[src/rtl/hazard_control_unit.sv]
// Pipeline hazard controller: RAW stall FSM, taken-branch flush and saturating
// performance counters for stall cycles and branch flushes.
module hazard_control_unit #(
    parameter int FORWARDING = 1,
    parameter int CNT_W      = 16
) (
    input  logic             clk,
    input  logic             reset,
    input  logic [4:0]       ID_Rs,
    input  logic [4:0]       ID_Rt,
    input  logic             ID_UsesRt,
    input  logic             EX_MemRead,
    input  logic             EX_RegWrite,
    input  logic [4:0]       EX_WriteReg,
    input  logic             MEM_RegWrite,
    input  logic [4:0]       MEM_WriteReg,
    input  logic             MEM_BranchTaken,
    input  logic             counter_clear,
    output logic             PC_Write,
    output logic             IF_ID_Write,
    output logic             IF_ID_Flush,
    output logic             ID_EX_Flush,
    output logic             EX_MEM_Flush,
    output logic             stall_active,
    output logic [CNT_W-1:0] stall_cycles,
    output logic [CNT_W-1:0] flush_events,
    output logic             fsm_state
);

    // Handshake: none. Control outputs are Mealy functions of the registered
    // state and the current inputs; counters update on the rising clock edge.

    localparam logic [0:0] RUN   = 1'b0;
    localparam logic [0:0] STALL = 1'b1;

    localparam logic [CNT_W-1:0] CNT_MAX = {CNT_W{1'b1}};
    localparam logic [CNT_W-1:0] CNT_ONE = CNT_W'(1);

    logic [0:0] state;
    logic [0:0] state_nxt;
    logic [1:0] bub_cnt;
    logic [1:0] bub_nxt;
    logic [1:0] n_bub;
    logic       m_ex;
    logic       m_mem;

    // Register $0 is hardwired to zero and can never be a true dependency.
    assign m_ex  = EX_RegWrite && (EX_WriteReg != 5'd0) &&
                   ((EX_WriteReg == ID_Rs) || (ID_UsesRt && (EX_WriteReg == ID_Rt)));
    assign m_mem = MEM_RegWrite && (MEM_WriteReg != 5'd0) &&
                   ((MEM_WriteReg == ID_Rs) || (ID_UsesRt && (MEM_WriteReg == ID_Rt)));

    always_comb begin
        n_bub = 2'd0;
        if (FORWARDING != 0) begin
            if (m_ex && EX_MemRead) n_bub = 2'd1;
        end else begin
            if (m_ex)       n_bub = 2'd2;
            else if (m_mem) n_bub = 2'd1;
        end
    end

    always_comb begin
        PC_Write     = 1'b0;
        IF_ID_Write  = 1'b0;
        IF_ID_Flush  = 1'b0;
        ID_EX_Flush  = 1'b0;
        EX_MEM_Flush = 1'b0;
        stall_active = 1'b0;
        state_nxt    = state;
        bub_nxt      = bub_cnt;
        if (reset) begin
            state_nxt = RUN;
            bub_nxt   = 2'd0;
        end else if (MEM_BranchTaken) begin
            // A taken branch overrides everything, including a stall in flight.
            PC_Write     = 1'b1;
            IF_ID_Write  = 1'b1;
            IF_ID_Flush  = 1'b1;
            ID_EX_Flush  = 1'b1;
            EX_MEM_Flush = 1'b1;
            state_nxt    = RUN;
            bub_nxt      = 2'd0;
        end else if (state == STALL) begin
            ID_EX_Flush  = 1'b1;
            stall_active = 1'b1;
            bub_nxt      = bub_cnt - 2'd1;
            state_nxt    = (bub_cnt == 2'd1) ? RUN : STALL;
        end else if (n_bub != 2'd0) begin
            ID_EX_Flush  = 1'b1;
            stall_active = 1'b1;
            bub_nxt      = n_bub - 2'd1;
            state_nxt    = (n_bub > 2'd1) ? STALL : RUN;
        end else begin
            PC_Write    = 1'b1;
            IF_ID_Write = 1'b1;
        end
    end

    always_ff @(posedge clk or posedge reset) begin
        if (reset) begin
            state   <= RUN;
            bub_cnt <= 2'd0;
        end else begin
            state   <= state_nxt;
            bub_cnt <= bub_nxt;
        end
    end

    always_ff @(posedge clk or posedge reset) begin
        if (reset) begin
            stall_cycles <= '0;
            flush_events <= '0;
        end else if (counter_clear) begin
            stall_cycles <= '0;
            flush_events <= '0;
        end else begin
            if (stall_active && (stall_cycles != CNT_MAX))
                stall_cycles <= stall_cycles + CNT_ONE;
            if (MEM_BranchTaken && (flush_events != CNT_MAX))
                flush_events <= flush_events + CNT_ONE;
        end
    end

    assign fsm_state = state;

endmodule

[config.mk]
export PLATFORM = sky130hd
export DESIGN_NAME = hazard_control_unit
export DESIGN_NICKNAME = d
export VERILOG_FILES = /design/src/rtl/hazard_control_unit.sv
export SDC_FILE = /design/constraint.sdc
export NUM_CORES = 1
export LEC_CHECK = 0
export ABC_CLOCK_PERIOD_IN_PS = 2950
export BUFFER_PORTS_ARGS = -buffer_cell sky130_fd_sc_hd__buf_2
export CELL_PAD_IN_SITES_DETAIL_PLACEMENT = 2
export CELL_PAD_IN_SITES_GLOBAL_PLACEMENT = 2
export CORE_MARGIN = 2
export CORE_UTILIZATION = 32
export CTS_BUF_LIST = sky130_fd_sc_hd__clkbuf_4
export DETAILED_ROUTE_END_ITERATION = 10
export GPL_ROUTABILITY_DRIVEN = 0
export PLACE_DENSITY_LB_ADDON = 0.1
export RECOVER_POWER = 50
export SLEW_MARGIN = 20
export SYNTH_ARGS = -nofsm -noshare
export SYNTH_HDL_FRONTEND = slang
export SYNTH_SLANG_ARGS = --single-unit
[constraint.sdc]
create_clock -name clk -period 2.95 [get_ports clk]
set_input_delay 0.7375 -clock clk [delete_from_list [all_inputs] [get_ports clk]]
set_output_delay 0.7375 -clock clk [all_outputs]
set_load 0.02 [all_outputs]
# Word-level counts from Yosys, hierarchy flattened
# Index checks and enable logic that the tools add are counted.
# word_totals
wordCells	53
out_inout_bits	39
ff_bits	35
input_bits	28
# op_classes
n_eq_ne	5
mux	27
order_cmp	1
addsub	4
reduce_logical	12
# op_table
cell	count
16-bit two-way mux	4
16-bit by 1-bit adder with 16-bit output (second input constant)	2
16-bit != test (second input constant)	2
1-bit two-way mux	19
5-bit == test	2
2-bit two-way mux	4
1-bit logical AND	6
2-bit nonzero test	3
5-bit nonzero test	1
4-bit nonzero test	1
2-bit by 1-bit == test with 1-bit output (second input constant)	1
1-bit by 1-bit subtractor with 2-bit output (second input constant)	1
2-bit by 1-bit subtractor with 2-bit output (second input constant)	1
1-bit greater-than comparator (second input constant)	1
1-bit logical OR	1

# Longest topological paths before layout
# logic_depth
word_depth	14
mapped_depth	8
mapped_depth_nobuf	6

# Least setup slack after synthesis
# No wires, ideal clock.
# synth_path
path_kind	input port to output port
startpoint	input port EX_WriteReg[0]
endpoint	output port PC_Write
path_slack_ps	53
n_path_buf	1
arrival_time_ps	2160
cell_stages	5
required_ps	2213
cell_sequence	or3_1 o311a_1 a21oi_1 o21a_1 buf_4
# synth_between
elab_chain_len	11
elab_cells_between_ends	14
cone_classes	2 x eq/ne; 5 x mux; 7 x reduce/logical
# synth_lines
element	line	source
start, declared	14	input logic [4:0] EX_WriteReg,
5-bit == test	49	((EX_WriteReg == ID_Rs) || (ID_UsesRt && (EX_WriteReg == ID_Rt)));
1-bit logical AND	49	
1-bit logical OR	49	
1-bit logical AND *	48	assign m_ex = EX_RegWrite && (EX_WriteReg != 5'd0) &&
1-bit logical AND *	56	if (m_ex && EX_MemRead) n_bub = 2'd1;
1-bit two-way mux *	56	
2-bit nonzero test *	89	end else if (n_bub != 2'd0) begin
1-bit two-way mux * (4 in series)	--	
end, declared	19	output logic PC_Write,
# Mark *: on every way between the ends. The rest lies on a longest branch, timed or not.

# Final worst setup path
# layout_path
startpoint	input port EX_WriteReg[0]
endpoint	output port IF_ID_Write
# layout_between
elab_chain_len	11
elab_cells_between_ends	14
cone_classes	2 x eq/ne; 5 x mux; 7 x reduce/logical
# layout_lines
element	line	source
5-bit == test	49	
1-bit logical AND	49	
1-bit logical OR	49	
1-bit logical AND *	48	
1-bit logical AND *	56	
1-bit two-way mux *	56	
2-bit nonzero test *	89	
1-bit two-way mux *	89	
1-bit two-way mux *	84	end else if (state == STALL) begin
1-bit two-way mux *	75	end else if (MEM_BranchTaken) begin
1-bit two-way mux *	72	if (reset) begin
end, declared	20	output logic IF_ID_Write,
# Marks and branches as above.

==> impl_metrics.ini <==
[status]
status = complete, but fails checks
violations = capacitance limit, slew limit

[yosys]
synth_area_um2 = 2250
synth.largest_area_cell = dfrtp_1
synth_edf_count = 0
synth_top_flop_cell = dfrtp_1
synth_simple_gate_area_share_pct = 27.3
synth_xor_area_share_pct = 8.57
muxShareOfSynthArea_pct = 4.23
yosysWarnings = 0
synth_top_family_by_area = simple AND/OR/NAND/NOR gates
synthTopCellsByArea = dfrtp_1, xor2_1, nor2_1, a21oi_1, mux2_4
synth_nets = 264
ys_ff_latch = 35
yosysTopAreaCellShare_pct = 38.9
synth_compound_area_share_pct = 14.5
synthDistinctLibCells = 46
async_flop_share_pct = 100
synth-seq-area-share_pct = 38.9
postSynthCellCount = 233
synth_area_per_cell_um2 = 9.66
synthAdderAreaFrac_pct = 1.67

[grt]
grt.overflow.total = 0
use_met2_pct = 27.3
track_usage_pct = 17.6
grt_max_degree = 39
grtUsageMet3_pct = 3.02
grt_pass1_vias = 2079
use_met1_pct = 25.3
antenna_found_initial = 0
top_usage_layer = met2
grt_pass1_wl_um = 10700

[clocking]
cts_max_level = 2
cts_buffers = 5
cts_tree = built
path_clk_slew_ns = 0.11
postCtsHoldBufs = 0
clock-sinks = 35
clk_latency_ns = 0.35
cts_root_buf = clkbuf_4
cts_buffer_depth = 2

[floorplan]
fp.dieH_um = 87.8
io-pin-count = 67
rows = 30
core_region_area_um2 = 6790
die-area_um2 = 7720
die_x_um = 87.8
initial_core_util_pct = 33.1

[critical_path]
start_kind = primary input
arrival_ns = 2.12
worstSetupPathType = in -> out
worstPathRequired_ns = 2.21
worst_setup_path_end_kind = output port
crit_fanout = 5

[layout]
final_area_um2 = 2680
layout_common_cells = buf_2, dfrtp_1, nor2_1, clkbuf_1, a21oi_1
final_nets = 322
regArea_um2 = 876
area.growth.synth_to_final_pct = 19.2
final_common_cell = buf_2
finish.utilization_pct = 39.5
fill_cells = 772
diodes = 0
drive_gt1_share_pct = 23.6
multi_input_area_um2 = 1260
layout.cells.non_filler = 388

[routing]
drcViolationCount = 0
drt-total-wl_um = 6460
drt_iter0_drc = 103
avgRoutedWirePerCell_um = 16.6
routed_via_density = 5.35
vias = 2076
antenna_left = 0
dr.pass1.iters = 4

[timing]
fmax_ghz = 0.350
hold_viol = 0
relSlewSlack_pct = -33.6
fin_skew_ns = 0.0101
post-route-min-period_ns = 2.86
fin_tns_setup_ns = 0
fin_crit_sh_pct = 96.9
setup_viol = 0
rsz0062_at_grt = false
drv_slew = 36
tightest_slew_ns = 2.00

[pwr]
p_total_uw = 878
p_leak_nw = 1.11
ir_drop_mv = 0.116
power_density_nw_per_um2 = 327

[place]
placed_cell_area_um2 = 2640
place_inst = 378
port_buffers = 60
dp_hpwl_um = 4520

[run]
drv_cap = 1

[hold_path]
hold_path_class = reg -> reg
==> metrics by stage <==
| step | hold WS, ns | setup slack, ns |
|---|---|---|
| after floorplan | 0.482 | 0.0528 |
| after global placement | 0.492 | 0.0479 |
| after detailed placement | 0.509 | 0.0426 |
| after CTS | 0.536 | 0.0395 |
| after global routing | 0.551 | 0.000136 |
| final | 0.532 | 0.0904 |
==> critical path, cell delays in order <==
cell     delay (ns)
buf_2          0.12
or3_1          0.36
o311a_1        0.32
a21oi_1        0.15
buf_4          0.15
o21a_1         0.12
buf_2          0.16
==> registers in the layout (all words and copies together) (netlist names) <==
| name | flops |
|---|---|
| flush_events | 16 |
| stall_cycles | 16 |
| bub_cnt | 2 |
| fsm_state | 1 |
==> routing by layer <==
layer  vias to the layer above  share of wire, %
met2                        57                46
met4                         0               1.4
met1                      1024                48
met3                         8               4.6
li1                        987                 -
met5                         -                 0
==> area by class of cell <==
cell class / instances / share of cell area [%]
clock buffer: 7 / 1.96
inverter: 5 / 0.700
multi-input combinational: 178 / 47.2
tap: 96 / 4.48
clock inverter: 1 / 0.187
sequential: 35 / 32.6
timing repair buffer: 66 / 12.9
==> power by group <==
| part | internal (mW) | total [mW] | switching (mW) |
|---|---|---|---|
| clock network | 0.111 | 0.284 | 0.173 |
| logic | 0.0369 | 0.108 | 0.0707 |
| registers | 0.482 | 0.486 | 0.00400 |
| total | 0.631 | 0.878 | 0.248 |
==> final timing paths <==
| path | startpoint | endpoint | slack, ns | cells after the start |
|---|---|---|---|---|
| worst min register to register | bub_cnt[1] | bub_cnt[1] | 0.53 | 1 |
| min in group asynchronous | reset | bub_cnt[0] | 1.24 | 3 |
| worst max register to register | stall_cycles[0] | stall_cycles[15] | 0.88 | 7 |
| max in group asynchronous | reset | stall_cycles[2] | 0.56 | 3 |
| worst max-delay path | EX_WriteReg[0] | IF_ID_Write | 0.09 | 7 |
| worst min-delay path | bub_cnt[1] | bub_cnt[1] | 0.53 | 1 |
==> logic make-up after synthesis <==
group	Yosys count
compound gates	45
mux	7
buf+inv	20
flops	35
xor+xnor	22
simple gates	101
fa+ha+maj	3
==> what timing repair did <==
item                                    in CTS  in global routing
endpoints found under the setup margin       0                  4
setup buffers                                0                  2
resized for setup                            0                  1
==> cell usage after synthesis (all sizes together), types with 4 or more instances <==
cell type,n
a21oi,15
a311oi,4
and2,6
and3,4
and4,7
buf,7
clkbuf,8
dfrtp,35
inv,5
mux2,5
nand2,11
nand3,9
nand4,7
nor2,23
nor2b,5
nor3,6
nor4,4
o21ai,4
o31ai,6
o41ai,4
or4,7
xnor2,8
xor2,14
No activity file was read; power rests on OpenSTA's default activity.
